**config.mk**
```make
export PLATFORM = sky130hd
export DESIGN_NAME = alu_issue_stage
export DESIGN_NICKNAME = d
export VERILOG_FILES = /design/src/rtl/alu_pkg.sv /design/src/rtl/alu_issue_fifo.sv /design/src/rtl/alu_issue_stage.sv
export SDC_FILE = /design/constraint.sdc
export NUM_CORES = 1
export LEC_CHECK = 0
export BUFFER_PORTS_ARGS = -buffer_cell sky130_fd_sc_hd__buf_2
export CAP_MARGIN = 5
export CORE_UTILIZATION = 50
export DETAILED_ROUTE_END_ITERATION = 8
export GPL_TIMING_DRIVEN = 0
export PLACE_DENSITY = 0.75
export SLEW_MARGIN = 10
export SYNTH_ARGS = -nofsm -noshare
export SYNTH_HDL_FRONTEND = slang
export SYNTH_HIERARCHICAL = 1
export SYNTH_SLANG_ARGS = --single-unit
```
**constraint.sdc**
```tcl
create_clock -name clk -period 3.2 [get_ports clk]
set_input_delay 0 -clock clk [delete_from_list [all_inputs] [get_ports clk]]
set_output_delay 0 -clock clk [all_outputs]
set_load 0.05 [all_outputs]
```
**src/rtl/alu_pkg.sv**
```systemverilog
// ALU request types shared by the issue stage and its request FIFO.
// Latency: n/a (types and helper function only).
// Backpressure: n/a.
//
// Contents: opcode_t (ALU opcodes), alu_req_t (one buffered request),
// is_legal() (true for opcodes alu_add implements).
package alu_pkg;

  localparam int ALU_DATA_W = 32;
  localparam int ALU_OPC_W  = 4;
  localparam int ALU_TAG_W  = 4;

  typedef enum logic [ALU_OPC_W-1:0] {
    OPCODE_ADD = 4'd0,
    OPCODE_SUB = 4'd1,
    OPCODE_LT  = 4'd2,
    OPCODE_GT  = 4'd3
  } opcode_t;

  typedef struct packed {
    logic [ALU_DATA_W-1:0] a;
    logic [ALU_DATA_W-1:0] b;
    logic [ALU_OPC_W-1:0]  opcode;
    logic [ALU_TAG_W-1:0]  tag;
  } alu_req_t;

  function automatic logic is_legal(input opcode_t op);
    case (op)
      OPCODE_ADD, OPCODE_SUB, OPCODE_LT, OPCODE_GT: return 1'b1;
      default:                                      return 1'b0;
    endcase
  endfunction

endpackage

```
**src/rtl/alu_issue_fifo.sv**
```systemverilog
// Synchronous request FIFO for the ALU issue stage; head is read combinationally.
// Latency: a push is visible at the head one edge later.
// Backpressure: caller must not push when full nor pop when empty.
//
// Ports: clk, rst_n (async active-low), push/push_data, pop, head,
// full, empty, count (occupancy, 0..DEPTH).
module alu_issue_fifo
  import alu_pkg::*;
#(
  parameter int  DEPTH = 4,
  parameter type T     = alu_req_t,
  localparam int AW    = $clog2(DEPTH),
  localparam int CW    = AW + 1
) (
  input  logic          clk,
  input  logic          rst_n,
  input  logic          push,
  input  T              push_data,
  input  logic          pop,
  output T              head,
  output logic          full,
  output logic          empty,
  output logic [CW-1:0] count
);

  T                mem [DEPTH];
  logic [AW-1:0]   wr_ptr;
  logic [AW-1:0]   rd_ptr;

  // Storage carries no reset: only the pointers and count define validity.
  always_ff @(posedge clk) begin
    if (push) mem[wr_ptr] <= push_data;
  end

  // DEPTH is a power of two, so pointer wrap is plain binary overflow.
  always_ff @(posedge clk or negedge rst_n) begin
    if (!rst_n) begin
      wr_ptr <= '0;
      rd_ptr <= '0;
      count  <= '0;
    end else begin
      if (push) wr_ptr <= wr_ptr + 1'b1;
      if (pop)  rd_ptr <= rd_ptr + 1'b1;
      case ({push, pop})
        2'b10:   count <= count + 1'b1;
        2'b01:   count <= count - 1'b1;
        default: count <= count;
      endcase
    end
  end

  assign head  = mem[rd_ptr];
  assign full  = (count == CW'(DEPTH));
  assign empty = (count == '0);

endmodule

```
**src/rtl/alu_issue_stage.sv**
```systemverilog
// Operand/issue stage: buffers ALU requests and issues one per cycle to alu_add.
// Latency: request accepted at edge N appears in the output slot after edge N+1.
// Backpressure: in_ready drops when the FIFO is full; issue stalls while the slot is held.
//
// Ports: clk, rst_n (async active-low); in_valid/in_ready/in_a/in_b/in_opcode/in_tag
// request side; alu_a/alu_b/alu_opcode/alu_en to alu_add, alu_result back;
// out_valid/out_ready/out_result/out_tag/out_illegal result slot; count = FIFO occupancy.
module alu_issue_stage
  import alu_pkg::*;
#(
  parameter int DEPTH  = 4,
  parameter int DATA_W = 32,
  parameter int OPC_W  = 4,
  parameter int TAG_W  = 4
) (
  input  logic                     clk,
  input  logic                     rst_n,
  input  logic                     in_valid,
  output logic                     in_ready,
  input  logic [DATA_W-1:0]        in_a,
  input  logic [DATA_W-1:0]        in_b,
  input  logic [OPC_W-1:0]         in_opcode,
  input  logic [TAG_W-1:0]         in_tag,
  output logic [DATA_W-1:0]        alu_a,
  output logic [DATA_W-1:0]        alu_b,
  output logic [OPC_W-1:0]         alu_opcode,
  output logic                     alu_en,
  input  logic [DATA_W-1:0]        alu_result,
  output logic                     out_valid,
  input  logic                     out_ready,
  output logic [DATA_W-1:0]        out_result,
  output logic [TAG_W-1:0]         out_tag,
  output logic                     out_illegal,
  output logic [$clog2(DEPTH):0]   count
);

  // Same field layout as alu_req_t, sized by this instance's parameters.
  typedef struct packed {
    logic [DATA_W-1:0] a;
    logic [DATA_W-1:0] b;
    logic [OPC_W-1:0]  opcode;
    logic [TAG_W-1:0]  tag;
  } req_t;

  req_t req_in;
  req_t head;
  logic full;
  logic empty;
  logic push;
  logic issue;
  logic head_legal;

  assign req_in = '{a: in_a, b: in_b, opcode: in_opcode, tag: in_tag};

  // No pass-through when full: in_ready depends only on occupancy.
  assign in_ready = !full;
  assign push     = in_valid && in_ready;

  // Issue whenever there is work and the slot is empty or being drained now.
  assign issue    = !empty && (!out_valid || out_ready);

  alu_issue_fifo #(
    .DEPTH (DEPTH),
    .T     (req_t)
  ) u_fifo (
    .clk       (clk),
    .rst_n     (rst_n),
    .push      (push),
    .push_data (req_in),
    .pop       (issue),
    .head      (head),
    .full      (full),
    .empty     (empty),
    .count     (count)
  );

  // ALU operands are zeroed when idle so the combinational ALU does not toggle.
  assign alu_en     = issue;
  assign alu_a      = issue ? head.a      : '0;
  assign alu_b      = issue ? head.b      : '0;
  assign alu_opcode = issue ? head.opcode : '0;

  assign head_legal = is_legal(opcode_t'(head.opcode));

  // Illegal opcodes are still issued; the flag travels with the result.
  always_ff @(posedge clk or negedge rst_n) begin
    if (!rst_n) begin
      out_valid   <= 1'b0;
      out_result  <= '0;
      out_tag     <= '0;
      out_illegal <= 1'b0;
    end else if (issue) begin
      out_valid   <= 1'b1;
      out_result  <= alu_result;
      out_tag     <= head.tag;
      out_illegal <= !head_legal;
    end else if (out_ready) begin
      out_valid   <= 1'b0;
    end
  end

endmodule
```
==> Word-level counts from Yosys, hierarchy flattened <==
Memories as Yosys holds them, arrays and structs flattened.
Cells that the tools add are included.
{ "totals": {"regBits": 45, "ram_bits": 288, "inputBits": 108, "output_inout_bits": 111, "wordCells": 39, "n_memories": 1} }
{ "op_classes": {"addsub": 4, "eq_ne": 6, "mux": 9, "n_reduce_logical": 12} }
{ "mem_list": {"columns": ["memory", "words", "word_bits", "read_ports", "rd_ports_with_merged_regs", "wr", "line", "rtl"], "rows": [
  ["u_fifo.mem", 4, 72, 1, 0, 1, "alu_issue_fifo.sv:26", "T mem [DEPTH];"]
]} }
{ "op_table": {"columns": ["operator", "count"], "rows": [
  ["2-to-1 mux 32 bit", 2],
  ["equality test 4 x 2 -> 1 bit (second input constant)", 2],
  ["one-hot mux 3 bit (2 select lines)", 1],
  ["2-to-1 mux 1 bit", 5],
  ["adder 2 x 1 -> 2 bit (second input constant)", 2],
  ["equality test 4 x 1 -> 1 bit (second input constant)", 1],
  ["logical NOT 1 bit", 4],
  ["logical NOT 4 bit", 1],
  ["2-to-1 mux 4 bit", 1],
  ["nonzero test 2 bit", 2],
  ["OR reduction 4 bit", 1],
  ["adder 3 x 1 -> 3 bit (second input constant)", 1],
  ["equality test 3 bit (second input constant)", 1],
  ["logical NOT 3 bit", 1],
  ["subtractor 3 x 1 -> 3 bit (second input constant)", 1],
  ["equality test 2 x 1 -> 1 bit (second input constant)", 1],
  ["equality test 2 bit (second input constant)", 1],
  ["logical AND 1 bit", 2],
  ["logical OR 1 bit", 1]
]} }

==> Logic depth before layout (Yosys ltp) <==
Gate-level depths: netlist (run 1).
{ "depth": {"word_depth": 5, "ltp_mapped": 10, "mapped_depth_nobuf": 10} }

==> Modules after synthesis <==
Netlist (run 1), hierarchy kept.
{ "by_module_without_submodules": {"columns": ["module", "n_inst", "cells_each", "area_per_inst_um2", "seq_area_each_um2"], "rows": [
  ["alu_issue_fifo", 1, 413, 10790.3, 8823.5],
  ["alu_issue_stage", 1, 162, 1945.6, 950.9]
]} }

==> Least setup slack after synthesis (run 1) <==
OpenSTA, ideal clock, no wires.
{ "synth_path": {"path_type": "register to register", "start": "reg u_fifo.count[1]", "end": "mem u_fifo/mem[0][0] (netlist bit) (enable)", "setup_ns": 0.438, "t_arrival_ns": 3.038, "required_time_ns": 2.762, "path_slack_ns": -0.276, "stages_incl_launch_ff": 5, "n_path_buf": 0, "period_less_slack_ns": 3.476, "cell_sequence": "dfrtp_1 > inv_1 > and3_1 > nor2b_1 > and2_1"} }
{ "synth_between": {"elab_chain_cells": 5} }
{ "synth_lines": {"columns": ["item", "line", "rtl"], "rows": [
  ["start: declaration", "alu_issue_fifo.sv:23", "output logic [CW-1:0] count"],
  ["start signal: assignment", "alu_issue_fifo.sv:45", "2'b10: count <= count + 1'b1;"],
  ["start signal: assignment", "alu_issue_fifo.sv:46", "2'b01: count <= count - 1'b1;"],
  ["start signal: assignment", "alu_issue_fifo.sv:47", "default: count <= count;"],
  ["equality test 3 bit", "alu_issue_fifo.sv:53", "assign full = (count == CW'(DEPTH));"],
  ["via full", "alu_issue_stage.sv:47", "logic full;"],
  ["logical NOT 1 bit", "alu_issue_stage.sv:56", "assign in_ready = !full;"],
  ["logical AND 1 bit", "alu_issue_stage.sv:57", "assign push = in_valid && in_ready;"],
  ["via push", "alu_issue_stage.sv:49", "logic push;"],
  ["2-to-1 mux 1 bit", "alu_issue_fifo.sv:32", "if (push) mem[wr_ptr] <= push_data;"],
  ["2-to-1 mux 1 bit (not written as such)", "alu_issue_fifo.sv:32", null],
  ["end: declaration", "alu_issue_fifo.sv:26", null]
]} }
The timed path passes the listed nets, and every way through them passes these cells.

==> Final worst setup path (run 1) <==
{ "layout_path": {"start": "reg u_fifo.count[0]", "end": "mem u_fifo/mem[0][45] (netlist bit) (enable)"} }
Same word-level chain as after synthesis.

==> results.json, run 1 <==
{
  "critPathCapture": "u_fifo/mem[0][45]$_DFFE_PP_",
  "hold_viol": 0,
  "grt_start_max_net_pins": 53,
  "rrSetupSlack_ps": 740,
  "synth_fp_nets": 689,
  "dr.pass1.iters": 4,
  "htree_levels": 2,
  "clock_latency_ps": 510,
  "routedWlPerCell_um": 20.21,
  "dp_cells": 1127,
  "cts_sinks": 333,
  "vias_per_cell": 5.174,
  "fin_crit_sh_pct": 77.00,
  "final_common_cell": "edfxtp_1",
  "crit_type": "register to register",
  "ir_worst_vdd_uv": 688.5,
  "syn_inst": 575,
  "dp_hpwl_um": 15160,
  "grt_pass1_vias": 7226,
  "drive_gt1_share_pct": 42.07,
  "power_mw": 16.83,
  "required_ps": 3390,
  "max_freq_mhz": 405.8,
  "p_clk_share_pct": 22.7,
  "min_path_type": "input port to asynchronous set/reset pin",
  "r2r-start": "u_fifo/count[0]$_DFFE_PN0P_",
  "syn_area_um2": 12740,
  "cpPeakStageDelay_ps": 700,
  "ys_types": 23,
  "clk_pin_slew_ps": 60,
  "arrival_ps": 2650,
  "start_util_pct": 50.72,
  "design.core.area_um2": 25110,
  "cts_resized": 0,
  "cts_inserted_buffers": 36,
  "final_cell_mix": "edfxtp_1, buf_2, dlygate4sd3_1",
  "ys_warn_count": 6,
  "wirelength_um": 26190,
  "fillCellCount": 1677,
  "slew_viol_final": 0,
  "die_h_um": 161.6,
  "r2r-end": "u_fifo/mem[0][45]$_DFFE_PP_",
  "clock_skew_ps": 19.38,
  "drt_iter0_drc": 341,
  "vias": 6705,
  "comb_power_share_pct": 41.1,
  "crit_start": "u_fifo/count[0]$_DFFE_PN0P_",
  "maxCapViolations": 0,
  "die_area_um2": 26110,
  "internal-power_mw": 10.42,
  "cp_slowest_cell": "and2_4",
  "fin_crit_ps": 2464,
  "drc": 0,
  "grt_overflow": 0,
  "avgSynthCellArea_um2": 22.15,
  "rsz0062_at_grt": "no",
  "status": "finished clean",
  "setup_viol": 0,
  "clock_path_buffers": 3,
  "powerDensity_nw_per_um2": 1019,
  "ant_nets": 0,
  "design.portCount": 219,
  "start_kind": "register",
  "crit_path_cell_trace": "inv_1 > and3_1 > nor2b_1 > and2_4 > buf_12",
  "max-slew-margin-rel_pct": 33.87,
  "worstMarginPinSlew_ps": 991.9,
  "syn2layout_area_growth_pct": 29.68,
  "die_w_um": 161.6,
  "clockRootBuffer": "clkbuf_16",
  "grt_util_all_layers_pct": 20.47,
  "rows": 58,
  "power_frac_seq_pct": 36.2,
  "p_sw_share_pct": 38.09,
  "place.gp.congestion": 0.7434,
  "leakagePower_nw": 6.182,
  "ys_ff_latch": 333,
  "p_sw_mw": 6.410,
  "cts_tree": "built",
  "final_nets": 1056,
  "crit_path_end_kind": "register",
  "grt_pass1_wl_um": 40010,
  "antenna_found_initial": 1,
  "final_cells": 1296,
  "yosysSeqAreaShare_pct": 76.75,
  "numPortBuffers": 218,
  "reg2reg_depth": 5,
  "cp_max_fo": 40
}
-- registers in the layout (all words and copies together) (netlist names) --
signal / count
out_illegal: 1
out_valid: 1
u_fifo/mem: 288
out_result: 32
u_fifo/rd_ptr: 2
out_tag: 4
u_fifo/count: 3
u_fifo/wr_ptr: 2
-- how the worst min path moves through the flow --
stage | start | endpoint | slack (ps) | depth (start not counted)
after global routing | in_a[11] | u_fifo/mem[0][51]$_DFFE_PP_ | 220 | 2
after floorplan | rst_n | out_illegal$_DFFE_PN0P_ | -300 | 0
after detailed placement | out_ready | out_valid$_DFFE_PN0P_ | 210 | 2
after global placement | out_ready | out_valid$_DFFE_PN0P_ | 200 | 2
after CTS | in_a[9] | u_fifo/mem[2][49]$_DFFE_PP_ | 210 | 2
final | rst_n | out_result[24]$_DFFE_PN0P_ | 230 | 2
-- power groups by stage --
stage / Sequential [mW] / Clock (mW) / Combinational [mW]
6_report: 6.09 / 3.83 / 6.91
3_5_place_dp: 6.17 / 0 / 6.87
3_3_place_gp: 6.17 / 0 / 6.72
5_1_grt: 6.18 / 4.07 / 7.33
2_1_floorplan: 6.99 / 0 / 4.30
4_1_cts: 6.09 / 3.91 / 7.01
-- synth_stat cells --
library cell	number	share of area, %
buf_4	1	0.059
fa_1	1	0.16
buf_6	13	1.1
nor2b_1	1	0.049
mux2_2	36	3.2
mux2i_1	1	0.079
nand2_1	3	0.088
edfxtp_1	288	68
buf_2	9	0.35
mux4_2	72	13
a21oi_4	1	0.13
and3_1	1	0.049
clkbuf_1	2	0.059
clkbuf_8	2	0.22
nor3_1	1	0.039
ha_1	5	0.49
o21ai_0	3	0.12
nor2_1	2	0.059
xnor2_1	2	0.14
xor2_1	4	0.28
inv_1	10	0.29
dfrtp_1	45	8.8
and2_1	72	3.5
-- cells by family after synthesis --
kind of cell | Yosys count | synth area share [%]
buffers and inverters | 37 | 2.132
DFF | 333 | 76.75
xor gates and xnor gates | 6 | 0.4126
adders and majority gates | 6 | 0.6484
AOI/OAI and AO/OA | 4 | 0.2456
muxes | 109 | 15.99
and+or+nand+nor | 80 | 3.822
-- critical path: cells and delay by family (launching register included) --
family,cells,cell delay [ps]
simple gates,3,1300
flops,1,420
buf+inv,2,410
-- final cells by class --
class	count	area [um2]	share of cell area (%)
repair buffers	329	2265	13.71
plain buffers	27	234.0	1.417
diodes	1	2.502	0.01515
clock buffers	52	1012	6.129
well taps	330	412.9	2.500
clock inverters	9	77.57	0.4697
multi-input cells	205	2700	16.35
flip-flops and latches	333	9774	59.18
inverters	10	37.54	0.2273
-- per-layer routing --
layer,GRT usage (%),vias up,wire length [um]
met1,25.54,3394,10660
met5,0,-,0
met2,35.42,250,13220
met4,4.674,0,284
li1,-,3032,-
met3,5.984,29,2028
-- what timing repair did --
| action | CTS | global route |
|---|---|---|
| hold buffers | 107 | 0 |
| buffers inserted | 0 | 0 |
| endpoints found under the hold margin | 367 | 0 |
-- metrics by stage --
stage                     hold WS (ps)  instance area [um2]  util (%)  setup TNS [ps]  setup slack, ps
final                            232.0                16520     65.78               0            736.0
after global routing             222.3                16520     65.78               0            536.2
after detailed placement         207.2                14350     57.16               0            691.0
after floorplan                 -295.6                12740         -               0            492.5
after CTS                        214.5                16510     65.77               0            686.7
after global placement           200.4                14240     56.73           -4215           -35.65
Power figures use the tool's default switching activity.
==> run 2, diff against run 1 <==
- ABC_AREA: unset -> 1
- CORE_UTILIZATION: 50 -> 51
- PLACE_DENSITY: 0.75 -> 0.76
- clock period: 3.2 -> 2.1 ns (I/O delays scaled with it)
==> results.json, run 2 <==
{
  "clk_pin_slew_ps": 60,
  "crit_start": "u_fifo/rd_ptr[1]$_DFFE_PN0P_",
  "r2r-start": "u_fifo/count[0]$_DFFE_PN0P_",
  "drive_gt1_share_pct": 24.91,
  "place.gp.congestion": 0.7671,
  "reg_top3": "u_fifo/mem: 288 flops, out_result: 32 flops, out_tag: 4 flops",
  "synth-simple-area-share_pct": 11.62,
  "synth_area_leaders": "edfxtp_1, nand2_1, dfrtp_1, o211ai_1, inv_1",
  "antenna_found_initial": 2,
  "ys_ff_latch": 333,
  "die_w_um": 167.1,
  "grt_pass1_wl_um": 52870,
  "ir_worst_vdd_uv": 1046,
  "dp_hpwl_um": 20420,
  "cp_slowest_cell": "dfrtp_1",
  "avgSynthCellArea_um2": 11.56,
  "async_flop_share_pct": 13.51,
  "ant_nets": 0,
  "cpPeakStageDelay_ps": 350,
  "vias_per_cell": 5.136,
  "synthAdderAreaFrac_pct": 0.5941,
  "ys_warn_count": 6,
  "synth_mux_area_share_pct": 0,
  "synth_compound_area_share_pct": 7.849,
  "syn2layout_area_growth_pct": 31.83,
  "design.portCount": 219,
  "synth_flop_cell": "edfxtp_1",
  "setup_viol": 0,
  "status": "finished clean",
  "dr.pass1.iters": 5,
  "crit_path_end_kind": "output port",
  "max-slew-margin-rel_pct": 31.38,
  "max_freq_mhz": 494.3,
  "required_ps": 2100,
  "final_common_cell": "nand2_1",
  "final_nets": 1700,
  "htree_levels": 2,
  "synth_top_area_share_pct": 62.21,
  "clock_path_buffers": 3,
  "synth-xor-area-share_pct": 0.2520,
  "cts_tree": "built",
  "grt_overflow": 0,
  "cp_max_fo": 10,
  "start_kind": "register",
  "final_cell_mix": "nand2_1, edfxtp_1, inv_1",
  "min_path_type": "input port to register",
  "clock_latency_ps": 510,
  "slew_viol_final": 0,
  "fin_crit_ps": 2023,
  "numPortBuffers": 218,
  "rsz0062_at_grt": "yes",
  "yosysSeqAreaShare_pct": 70.32,
  "cts_sinks": 333,
  "worstMarginPinSlew_ps": 1029,
  "routedWlPerCell_um": 17.17,
  "syn_area_um2": 13900,
  "synth_top_family_by_area": "simple AND/OR/NAND/NOR gates",
  "maxCapViolations": 0,
  "hold_viol": 0,
  "arrival_ps": 2020,
  "die_area_um2": 27920,
  "vias": 10030,
  "fillCellCount": 1879,
  "leakagePower_nw": 8.099,
  "clock_skew_ps": 20.10,
  "drc": 0,
  "critPathTopFamily": "buffers and inverters",
  "powerDensity_nw_per_um2": 1620,
  "grt_pass1_vias": 10170,
  "fin_crit_sh_pct": 96.33,
  "crit_path_cell_trace": "clkbuf_4 > inv_8 > buf_4 > o211ai_1 > nand2_1 > inv_1 > nor2_1 > buf_2",
  "drt_iter0_drc": 770,
  "design.core.area_um2": 26880,
  "syn_inst": 1202,
  "synth_fp_nets": 1316,
  "cts_inserted_buffers": 35,
  "largest_reg_flops": 288,
  "crit_type": "register to output port",
  "min_from": "out_ready",
  "grt_start_max_net_pins": 46,
  "finalCoreUtilization_pct": 68.18,
  "fin_ws_ps": 77.00,
  "ys_top_cells_by_count": "nand2_1, edfxtp_1, inv_1",
  "wirelength_um": 33540,
  "largest-register": "u_fifo/mem",
  "clockRootBuffer": "clkbuf_16",
  "die_h_um": 167.1,
  "yosysMostFrequentCell": "nand2_1",
  "synth_edf_count": 288,
  "rows": 60,
  "ys_types": 21,
  "start_util_pct": 51.72,
  "critPathBufInv": 5,
  "synth_area_leader_cell": "edfxtp_1",
  "pre_cts_ws_ps": -375.3,
  "grt_util_all_layers_pct": 24.40
}
## run 2: repair_timing
action                     in CTS  in global routing
buffers inserted                9                  6
resized for setup              60                119
hold endpoints to repair      365                  0
pin swaps                       2                  5
setup endpoints to repair     221                 97
gates cloned                    1                  0
hold buffers                  105                  0
## run 2: cells by family (layout without fill, tap and decap cells)
logic type / count (synthesis) / count (layout)
buf+inv: 298 / 706
flops: 333 / 333
xor+xnor: 4 / 4
other cells: 0 / 2
fa+ha+maj: 6 / 6
simple gates: 415 / 415
compound gates: 146 / 146
## run 2: worst paths after layout
check | to | slack, ps | cells after the start
setup / recovery | alu_b[22] | 80 | 8
hold / removal | out_valid$_DFFE_PN0P_ | 60 | 5
setup reg to reg | u_fifo/mem[2][18]$_DFFE_PP_ | 80 | 6
hold reg to reg | out_tag[0]$_DFFE_PN0P_ | 470 | 2
max in group asynchronous | u_fifo/count[1]$_DFFE_PN0P_ | 1150 | 2
min in group asynchronous | out_result[7]$_DFFE_PN0P_ | 240 | 2
## run 2: routing by layer
metal	up-vias	GRT usage, %	part of all wire (%)
met3	53	4.183	6.6
met4	0	7.649	1.7
met2	383	43.13	51
li1	4761	-	-
met5	-	0	0
met1	4833	30.63	41
## run 2: metrics by stage
| stage | std cells | setup TNS [ps] | area, um2 | hold slack [ps] | total power [mW] |
|---|---|---|---|---|---|
| after CTS | 1945 | 0 | 18030 | 38.23 | 29.11 |
| after floorplan | 1202 | -111780 | 13940 | -295.6 | 18.83 |
| final | 1953 | 0 | 18330 | 55.93 | 29.69 |
| after global routing | 1953 | -149.9 | 18330 | 62.71 | 31.27 |
| after global placement | 1761 | -334510 | 15460 | 209.9 | 22.03 |
| after detailed placement | 1769 | -11170 | 15620 | 217.1 | 22.40 |
## run 2: power by group
group | total [mW] | internal, mW | switching, mW
Combinational | 14.4 | 4.37 | 10.0
Clock | 5.97 | 3.57 | 2.40
Sequential | 9.34 | 8.85 | 0.492
## run 2: cell type report
class                      instances  area [um2]  share of cell area (%)
sequential                       333        9778                   53.36
multi-input combinational        571        2915                   15.91
timing repair buffer             346        2643                   14.42
clock buffer                      44       949.7                   5.182
inverter                         231       894.6                   4.882
buffer                            67       541.8                   2.956
tap                              341       426.7                   2.328
clock inverter                    17       163.9                  0.8944
timing repair inverter             1       7.507                 0.04097
antenna                            2       5.005                 0.02731
## run 2: worst reg2reg max path: stages, from the launching register on
cell,delay [ps]
dfrtp_2,460
nor3_4,220
nor2_1,80
clkbuf_4,190
nand2_2,110
clkinvlp_4,340
buf_12,310
